--- config.mk ---
export PLATFORM = sky130hd
export DESIGN_NAME = serial_adder_flat
export DESIGN_NICKNAME = d
export VERILOG_FILES = /design/src/rtl/serial_adder_if.sv /design/src/rtl/serial_adder.sv /design/src/flat_wrapper.sv
export SDC_FILE = /design/constraint.sdc
export NUM_CORES = 1
export LEC_CHECK = 0
export CORE_MARGIN = 3
export CORE_UTILIZATION = 55
export DETAILED_ROUTE_END_ITERATION = 8
export PLACE_DENSITY = 0.91
export SYNTH_ARGS = -nofsm -noshare
export SYNTH_HDL_FRONTEND = slang
export SYNTH_SLANG_ARGS = --single-unit
--- constraint.sdc ---
create_clock -name clk -period 3.9 [get_ports clk]
set_clock_uncertainty 0.15 [all_clocks]
set_input_delay 0.975 -clock clk [delete_from_list [all_inputs] [get_ports clk]]
set_output_delay 0.975 -clock clk [all_outputs]
set_load 0.01 [all_outputs]
--- src/rtl/serial_adder_if.sv ---
// Handshake and operand/result bundle for serial_adder.
// Latency: none; this file only groups signals.
// Backpressure: none; start is ignored while the adder reports busy.
//
// Ports carried (master = requester, slave = adder):
//   start, a, b, cin   master -> slave   request and operands
//   busy, done         slave  -> master  status (never high together)
//   sum, cout, ovf     slave  -> master  result, valid on done, held afterwards
interface serial_adder_if #(
   parameter int WIDTH = 16
);
   logic             start;
   logic [WIDTH-1:0] a;
   logic [WIDTH-1:0] b;
   logic             cin;
   logic             busy;
   logic             done;
   logic [WIDTH-1:0] sum;
   logic             cout;
   logic             ovf;

   modport master (
      output start, a, b, cin,
      input  busy, done, sum, cout, ovf
   );

   modport slave (
      input  start, a, b, cin,
      output busy, done, sum, cout, ovf
   );
endinterface

--- src/rtl/serial_adder.sv ---
// Multi-cycle adder: sum = a + b + cin, DIGIT bits per clock, with carry-out and signed overflow.
// Latency: N+1 clocks from accepted start to done, where N = WIDTH/DIGIT.
// Backpressure: start is taken only in IDLE or DONE; a start seen while busy is dropped.
//
// Ports:
//   clk   rising-edge clock
//   rst   synchronous active-high reset; aborts any operation in flight
//   io    serial_adder_if.slave: start/a/b/cin in, busy/done/sum/cout/ovf out
module serial_adder #(
   parameter int WIDTH = 16,
   parameter int DIGIT = 1
) (
   input  logic           clk,
   input  logic           rst,
   serial_adder_if.slave  io
);

   localparam int N  = WIDTH / DIGIT;
   localparam int CW = (N > 1) ? $clog2(N) : 1;

   // Catch bad parameter combinations at elaboration.
   if (WIDTH < 1 || DIGIT < 1 || DIGIT > WIDTH || (WIDTH % DIGIT) != 0) begin : g_bad_params
      $error("serial_adder: need 1 <= DIGIT <= WIDTH and WIDTH %% DIGIT == 0 (WIDTH=%0d DIGIT=%0d)",
             WIDTH, DIGIT);
   end

   typedef enum logic [1:0] {
      S_IDLE = 2'd0,
      S_RUN  = 2'd1,
      S_DONE = 2'd2
   } state_t;

   state_t state, state_d;

   // Operand shift registers: the low DIGIT bits are consumed each RUN cycle.
   logic [WIDTH-1:0] opa, opb;
   // Partial sum, filled from the MSB end so it is aligned after N shifts.
   logic [WIDTH-1:0] acc;
   logic             carry;
   logic [CW-1:0]    cnt;
   // Operand sign bits kept aside because the shift registers lose them.
   logic             sa, sb;

   // Visible result registers; only written on the final RUN edge.
   logic [WIDTH-1:0] sum_q;
   logic             cout_q;
   logic             ovf_q;

   logic             accept;
   logic             last;
   logic [DIGIT:0]   dsum;
   logic [WIDTH-1:0] dext;
   logic [WIDTH-1:0] acc_next;

   // ------------------------------------------------------------------
   // Digit slice and accumulator update
   // ------------------------------------------------------------------
   always_comb begin
      dsum     = {1'b0, opa[DIGIT-1:0]} + {1'b0, opb[DIGIT-1:0]} + {{DIGIT{1'b0}}, carry};
      dext     = WIDTH'(dsum[DIGIT-1:0]);
      // Shift-based form stays legal when DIGIT == WIDTH (no zero-width slices).
      acc_next = (acc >> DIGIT) | (dext << (WIDTH - DIGIT));
   end

   assign last   = (state == S_RUN) && (cnt == CW'(N - 1));
   // DONE accepts start exactly like IDLE so back-to-back ops have no bubble.
   assign accept = io.start && ((state == S_IDLE) || (state == S_DONE));

   // ------------------------------------------------------------------
   // FSM: state register
   // ------------------------------------------------------------------
   always_ff @(posedge clk) begin
      if (rst) begin
         state <= S_IDLE;
      end else begin
         state <= state_d;
      end
   end

   // ------------------------------------------------------------------
   // FSM: next-state logic
   // ------------------------------------------------------------------
   always_comb begin
      state_d = state;
      case (state)
         S_IDLE:  if (io.start) state_d = S_RUN;
         S_RUN:   if (last)     state_d = S_DONE;
         S_DONE:  state_d = io.start ? S_RUN : S_IDLE;
         default: state_d = S_IDLE;
      endcase
   end

   // ------------------------------------------------------------------
   // FSM: outputs
   // ------------------------------------------------------------------
   always_comb begin
      io.busy = (state == S_RUN);
      io.done = (state == S_DONE);
      io.sum  = sum_q;
      io.cout = cout_q;
      io.ovf  = ovf_q;
   end

   // ------------------------------------------------------------------
   // Datapath
   // ------------------------------------------------------------------
   always_ff @(posedge clk) begin
      if (rst) begin
         opa    <= '0;
         opb    <= '0;
         acc    <= '0;
         carry  <= 1'b0;
         cnt    <= '0;
         sa     <= 1'b0;
         sb     <= 1'b0;
         sum_q  <= '0;
         cout_q <= 1'b0;
         ovf_q  <= 1'b0;
      end else if (accept) begin
         opa   <= io.a;
         opb   <= io.b;
         carry <= io.cin;
         sa    <= io.a[WIDTH-1];
         sb    <= io.b[WIDTH-1];
         acc   <= '0;
         cnt   <= '0;
      end else if (state == S_RUN) begin
         opa   <= opa >> DIGIT;
         opb   <= opb >> DIGIT;
         acc   <= acc_next;
         carry <= dsum[DIGIT];
         cnt   <= cnt + 1'b1;
         if (last) begin
            sum_q  <= acc_next;
            cout_q <= dsum[DIGIT];
            // Signed overflow: like-signed operands producing an opposite-signed sum.
            ovf_q  <= (sa == sb) && (acc_next[WIDTH-1] != sa);
         end
      end
   end

endmodule

--- src/flat_wrapper.sv ---
// flat-port wrapper written by rule: the top's interface ports become plain ports
module serial_adder_flat 
#(
   parameter int WIDTH = 16,
   parameter int DIGIT = 1
)
  (clk, rst, io_start, io_a, io_b, io_cin, io_busy, io_done, io_sum, io_cout, io_ovf);
  serial_adder_if #(.WIDTH(WIDTH)) io_i ();
  input  logic clk;
  input  logic rst;
  input wire logic [$bits(io_i.start)-1:0] io_start;
  input wire logic [$bits(io_i.a)-1:0] io_a;
  input wire logic [$bits(io_i.b)-1:0] io_b;
  input wire logic [$bits(io_i.cin)-1:0] io_cin;
  output wire logic [$bits(io_i.busy)-1:0] io_busy;
  output wire logic [$bits(io_i.done)-1:0] io_done;
  output wire logic [$bits(io_i.sum)-1:0] io_sum;
  output wire logic [$bits(io_i.cout)-1:0] io_cout;
  output wire logic [$bits(io_i.ovf)-1:0] io_ovf;
  assign io_i.start = io_start;
  assign io_i.a = io_a;
  assign io_i.b = io_b;
  assign io_i.cin = io_cin;
  assign io_busy = io_i.busy;
  assign io_done = io_i.done;
  assign io_sum = io_i.sum;
  assign io_cout = io_i.cout;
  assign io_ovf = io_i.ovf;
  serial_adder #(.WIDTH(WIDTH), .DIGIT(DIGIT)) u_core (.clk(clk), .rst(rst), .io(io_i));
endmodule
==> flow_results.org, run 1 <==
** Outcome
- Status :: finished clean

** Pwr
- The design draws 0.00150 W.
- Worst VDD drop :: 0.233 mV
- PD cells :: between 400 and 500 mW/mm^2
- Leakage power :: 1.19 nW

** Hold path
- Worst hold path endpoint :: u_core.opa[3]
- The startpoint identified for the worst hold timing path is u_core.opa[3].
- Hold Path Class :: flop to flop
- WHS Path Cells :: 2

** Setup path
- The endpoint identified for the worst register-to-register timing path is u_core.io.sum[6].
- Data arrival time at the worst-slack endpoint :: ~1.5 ns
- The critical path starts at u_core.state[0].
- The worst setup path is of the flop to output pin kind.
- For the worst setup path, the data required time is 2.77 ns.
- Endpoint class of the critical path :: output pin
- Start of the worst register-to-register path :: u_core.cnt[0]
- Crit path launch type :: flop
- Of all nets on the critical path, the largest fanout is 5.
- FF-to-FF path depth :: 4
- R2R Setup Slk :: approximately 1.6 ns

** STA
- Final period utilization :: 0.680
- Maximum achievable frequency :: 377 MHz
- The hold violation count in the final report is 0.
- Setup violations remaining at the end of the flow were counted as 0.
- Slew @ Worst Pin :: ~1.1 ns
- Unrepaired setup endpoints after global routing :: no
- The worst path needs 2.65 ns of the cycle, external delays included.
- The tightest hold path in the finished design has a slack of 0.318 ns.
- Adding up every negative setup slack in the final design gives 0 ns.
- The final-report max-slew violation count was 0.
- The worst pin sits at a relative slew slack of 0.294.
- Once routing completed, OpenROAD measured the worst setup slack at 1.25 ns.

** Synthesis
- Sequential area share after synthesis :: 0.499
- Total standard cell area after synthesis :: 0.00297 sq mm
- The number of nets handed over by synthesis was between 300 and 400.
- Synthesis Warnings :: 0
- Share of the synthesized area in the top cell type :: 0.499
- The compound-gate portion of the synthesized area came to 0.235.
- Ranked by total cell area, the synthesized netlist is headed by dfxtp_1, a21oi_1, a22oi_1, nand3_1, nand2_1.
- The biggest area contributor in the post-synthesis netlist is dfxtp_1.
- Arithmetic-cell share of the synthesized area counting full adders, half adders and majority gates :: 0.0110
- Synth Register Bits :: 74
- Combinational family with the most area after synthesis :: compound AO/OA/AOI/OAI gates
- After synthesis, the netlist uses 26 different library cells.
- Synth Instances :: 354
- Of the total synthesized cell area, the portion taken by AND, OR, NAND and NOR gates is 0.164.
- After synthesis, the share of cell area in mux cells is 0.
- Average instance area after synthesis :: 8.39 sq um
- XOR/XNOR Fraction of Synth Area :: 0.00590

** Global routing
- Wire length of the first global-routing pass :: 10900 microns
- GRT Resource Usage Total :: 0.218
- Via count of the first global-routing pass :: about 2400
- Summed over all layers, the global routing overflow is 0.
- Entering global routing, the biggest net connects 89 pins.
- Number of antenna violations at the first check in global routing :: 0

** Clocking
- The tree is rooted in a clkbuf_8.
- Maximum clock path buffer count :: 2
- CTS clk-pin slew, worst paths :: 0.07 ns
- The H-tree generated during clock tree synthesis spans 3 levels.
- The number of clock buffers added by TritonCTS is 9.
- TritonCTS clock tree :: done
- Number of gates resized after cts :: 0
- Clock latency on the worst-skew pair, taken at its later pin, is around 0.33 ns.
- Post-CTS Repair Setup Buffers :: 0
- Total number of clock tree sinks :: 74
- Buffers inserted to repair hold after CTS numbered 0.

** Detailed routing
- The detail route stage leaves a number of antenna-violating nets equal to 0.
- For this block, the initial DRC count from the detailed router was 297.
- Drt via density :: about 5.7
- Post-detailed-route DRC marker count :: 0
- The routed design has 6690 microns of wire.
- Across all layers, the routed design uses 2654 vias.
- Post-detailed-route wirelength per cell :: 14.4 microns
- Before antenna repair, the detailed router went through 5 iterations.

** Cells and area
- NumNets Final :: 429
- Registers take roughly 0.0015 sq mm.
- Excluding fillers, the count of instances in the completed layout stands at 464.
- Share of final-layout standard cells stronger than drive strength 1 :: 0.0584
- The multi-input combinational cells in the finished layout cover a total of about 0.0012 sq mm.
- The area growth from synthesis to layout is 22.5%.
- The top cell types in the final layout, fill and taps aside, are dfxtp_1, a21oi_1, clkdlybuf4s50_1.
- Leaving out fill and tap cells, the most frequent cell in the layout is dfxtp_1.
- Antenna fix cells :: 0
- Counting the fill cells in the layout gives roughly 380.

** Place
- Port Buffer Count :: 55
- Detailed Place HPWL :: 4260 microns
- The congestion estimate from routability-driven global placement came to 0.727.
- In this run, placement finished with an instance count of 450.
- Post-place setup slack :: 1.05 ns

** Floorplan
- I/O pin count :: 56
- The initial utilization of the core area, before any placement, comes to 0.574.
- Die span in y :: approximately 79 microns
- Row generation in the floorplan step produced 26 rows.
- In this run the horizontal extent of the chip is 79.5 microns.
- The die covers ~0.0063 sq mm.
- Area inside the core boundary :: around 0.0052 sq mm

** Run
- The tool flagged a number of max-cap violations equal to 0.
## through the flow
step | util | instance area (sq um)
2_1_floorplan | - | 2970
3_3_place_gp | 0.670 | 3460
3_5_place_dp | 0.670 | 3460
4_1_cts | 0.703 | 3640
5_1_grt | 0.703 | 3640
6_report | 0.703 | 3640
## worst max path at each step
stage          slack (ns)       endpoint  depth (start not counted)
2_1_floorplan        1.93  u_core.cnt[0]                          5
3_5_place_dp         1.05  u_core.opb[7]                          5
4_1_cts              1.26        io_busy                          3
5_1_grt              1.23        io_busy                          3
6_report             1.25        io_busy                          3
3_3_place_gp         1.18  u_core.opb[7]                          5
## worst max-delay path, stage by stage (launching register included)
cell,delay [ns]
dfxtp_1,0.47
nand2b_2,0.10
inv_2,0.07
clkdlybuf4s50_1,0.56
## layout make-up
type	instances	share of cell area
sequential	74	0.407
inverter	19	0.0196
multi-input combinational	227	0.341
tap	70	0.0241
timing repair buffer	60	0.160
clock buffer	10	0.0351
clock inverter	4	0.0124
## per-layer routing
layer / GRT usage / routed length (microns) / up-vias
met2: 0.342 / 3360 / 85
met5: 0 / 0 / -
met1: 0.288 / 2850 / 1251
met3: 0.0384 / 329 / 13
li1: - / - / 1305
met4: 0.108 / 146 / 0
## logic make-up after synthesis
kind of cell    Yosys count
compound gates          122
simple gates            101
flops                    74
buf+inv                  53
xor+xnor                  2
fa+ha+maj                 2
## report_power, final
group | switching, W | internal [W] | leakage [nW]
Clock | 0.000255 | 0.000285 | 0.0918
Combinational | 0.0000934 | 0.0000672 | 0.500
Sequential | 0.0000177 | 0.000783 | 0.602
## state kept, by name, summed over array words and instances, names as in the netlist
register and cells:
u_core.carry 1, u_core.io.ovf 1, u_core.cnt 4, u_core.acc 15, u_core.io.sum 16, u_core.opa 16
u_core.opb 16, u_core.sb 1, u_core.state 2, u_core.io.cout 1, u_core.sa 1
## synthesized netlist by cell type
library cell and number:
clkbuf_1 11, o21ai_0 17, ha_1 1, buf_2 19, nand2_1 37, inv_2 1, nand3b_1 1, dfxtp_1 74
xor2_1 1, nor2_1 3, a22oi_1 31, inv_1 18, xnor2_1 1, o22ai_1 1, nor2b_1 2, buf_6 4
o311a_1 1, nand2b_1 3, a21oi_1 70, o21bai_1 1, fa_1 1, nand2_2 1, nor3_1 1, nand3_1 35
or3_1 18, o21ai_1 1
No activity file was read; power rests on OpenSTA's default activity.
==> run 2, diff against run 1 <==
CORE_UTILIZATION = 46   (was 55)
PLACE_DENSITY = 0.82   (was 0.91)
clock period = 2.37 ns   (was 3.9 ns; I/O delays follow)
==> run 2 against run 1 <==
Effect of this change: cell count grew 2.2%; non-clock buffer count rose by 3; design area up 2.7%; hold slack improved by 0.0016 ns; highest routed layer unchanged; total power up 79%; first-iteration DRC count shrank 37%; via count shrank 0.75%; sequential cell count stayed put; core utilization fell by 9.0 points; register-to-register slack lost 0.96 ns; worst setup slack got worse by 1.1 ns; critical path type unchanged; global-route usage shrank 4.0 points.
==> flow_results.org, run 2 (synthesized netlist as in run 1, its figures left out) <==
** Setup path
- Critical Path Fanout Max :: 5 (unchanged)
- FF-to-FF path depth :: 4 (unchanged)
- STA classifies the critical path endpoint as an output pin.
- R2R Setup Slk :: 0.64 ns (-0.96 ns)
- STA classifies the critical path startpoint as a flop.
- In this run the critical register-to-register path is captured at u_core.io.sum[15].
- Data arrival time at the worst-slack endpoint :: 1.43 ns (-0.10 ns)
- CP Class :: flop to output pin
- The worst register-to-register path begins at u_core.carry.
- The critical path data required time is 1.63 ns (-1.14 ns).

** Global routing
- The via count of the first global-routing pass was 2356 (unchanged).
- Wire length of the first global-routing pass :: 10500 microns (-3.2%)
- GRT Resource Usage Total :: 0.178 (-0.0403)
- The maximum number of pins on one net before global-route repair came to 89 (unchanged).
- The overall overflow remaining after global route came to 0 (unchanged).
- The number of antenna violations at the first check in global routing was 0 (unchanged).

** Pwr
- Worst VDD drop :: 0.408 mV (+75%)
- Leakage power :: 1.24 nW (+3.6%)
- PD cells :: 722 mW/mm^2 (+75%)

** Detailed routing
- The DRC violations left is 0 (unchanged).
- The via count was 2634 (-0.75%).
- First-pass iteration count of the detailed router :: 5 (unchanged)
- The post-detailed-routing wire length was 6490 microns (-2.9%).
- Iteration-0 DRC Markers :: 186 (-37%)
- The wire length per cell after detailed routing is 13.7 microns (-5.0%).
- Drt via density :: 5.56 (-2.8%)
- The number of nets with antenna violations after routing was 0 (unchanged).

** Floorplan
- Area inside the core boundary :: 0.00610 sq mm (+18%)
- Initial core utilization :: 0.487 (-0.0870)
- The number of core rows is 28 (+7.7%).
- The area of the die is 0.00745 sq mm (+18%).
- The count of pins on the block boundary is 56 (unchanged).
- The die boundary width is 86.3 microns (+8.6%).
- The die span in y is 86.3 microns (+8.6%).

** STA
- Final worst slack :: 0.194 ns (-1.05 ns)
- The routed design could run at a clock period as short as 2.18 ns.
- Unrepaired setup endpoints after global routing :: no
- The final-report max-slew violation count was 0 (unchanged).
- The hold violation count in the final report came to 0 (unchanged).
- Headroom to the max-slew limit :: 0.492 (+0.198)
- Based on the critical path, the design can be clocked at up to 460 MHz.
- Final period utilization :: 0.918
- Final setup TNS :: 0 ns (unchanged)
- Hold slack :: 0.320 ns (+0.00159 ns)
- The final number of setup-violating endpoints is 0 (unchanged).
- The actual transition at the worst max-transition pin is 0.762 ns (-0.294 ns).

** Clocking
- TritonCTS Buffers :: 9 (unchanged)
- The root buffer cell chosen for the clock tree is clkbuf_8.
- The H-tree depth came to 3 (unchanged).
- The clock sink count is 74 (unchanged).
- The clock insertion delay at the later pin of the skew report was 0.35 ns (+0.02 ns).
- Hold buffer count at CTS :: 0 (unchanged)
- The post-CTS setup buffer count came to 0 (unchanged).
- TritonCTS built the clock tree.
- Maximum clock path buffer count :: 2 (unchanged)
- The post-CTS resize count is 0 (unchanged).
- The clock-pin slew reported for the worst setup and hold paths after clock tree synthesis came to 0.07 ns (about the same).

** Place
- Post-place setup slack :: 0.385 ns (-0.665 ns)
- The number of port buffers was 55 (unchanged).
- Placed standard-cell area :: 0.00350 sq mm (+1.2%)
- Detailed Place HPWL :: 3970 microns (-6.8%)
- The placer's final routability congestion estimate was 0.706 (-2.8%).

** Outcome
- Status :: finished clean

** Cells and area
- Combined flip-flop and latch cell area :: 0.00148 sq mm (unchanged)
- The proportion of layout cells with a drive suffix above 1 was 0.0702 (+0.0118).
- Finished layout cell area :: 0.00373 sq mm (+2.7%)
- Number of filler instances in the final layout :: 544 (+42%)
- Area of combinational cells with multiple inputs :: 0.00124 sq mm (unchanged)
- The total number of nets in the final design is 432 (+0.70%).
- Compared with the post-synthesis result, the final layout area differs by 25.7%.
- The final core utilization came to 0.612 (-0.0905).
- Antenna fix cells :: 0 (unchanged)
- Most common cell after layout, fill and taps aside :: dfxtp_1
- Most frequent cells in the layout :: dfxtp_1, a21oi_1, clkdlybuf4s50_1

** Hold path
- The path with the worst hold slack has its endpoint at u_core.acc[4].
- The worst hold path begins at u_core.acc[5].
- The depth of the worst hold-timing path came to 2 (unchanged).
- The min-delay analysis places its worst path in the category flop to flop.

** Run
- The total of max-cap violations was 0 (unchanged).
## run 2: layout make-up
class / count / share of cell area
multi-input combinational: 227 / 0.332
clock buffer: 12 / 0.0416
inverter: 19 / 0.0191
sequential: 74 / 0.397
timing repair buffer: 63 / 0.166
tap: 75 / 0.0251
clock inverter: 4 / 0.0198
## run 2: power breakdown
part	switching [W]	internal, W	leakage [nW]
registers	0.0000265	0.00129	0.602
clock network	0.000459	0.000651	0.117
logic	0.000153	0.000117	0.518
total	0.000639	0.00206	1.24
## run 2: routing by layer
| metal | part of all wire | global-route usage |
|---|---|---|
| met5 | 0 | 0 |
| met4 | 0.019 | 0.105 |
| met3 | 0.056 | 0.0399 |
| met2 | 0.50 | 0.287 |
| met1 | 0.43 | 0.217 |
## run 2: how the worst max path moves through the flow
stage,startpoint,to,slack (ns),cells past startpoint
after floorplan,u_core.carry,u_core.io.sum[15],0.77,4
after global placement,io_start,u_core.opb[7],0.40,5
after detailed placement,io_start,u_core.opb[11],0.39,5
after CTS,u_core.state[0],io_busy,0.15,3
after global routing,u_core.state[0],io_busy,0.11,3
final,u_core.state[0],io_busy,0.19,3
## run 2: per-stage QoR
step,total power (W),cells
final,0.00270,474
after CTS,0.00272,474
after floorplan,0.00151,354
after detailed placement,0.00161,458
after global routing,0.00281,474
after global placement,0.00160,458
## run 2: worst max-delay path: stages (launching register included)
cell and delay (ns):
dfxtp_1 0.41, nand2b_2 0.09, inv_2 0.06, clkdlybuf4s50_1 0.53
==> run 3, diff against run 2 <==
SKIP_LAST_GASP = 1   (was default)
==> results of run 3 <==
No change in the layout: final DEF, timing and power equal those of run 2.
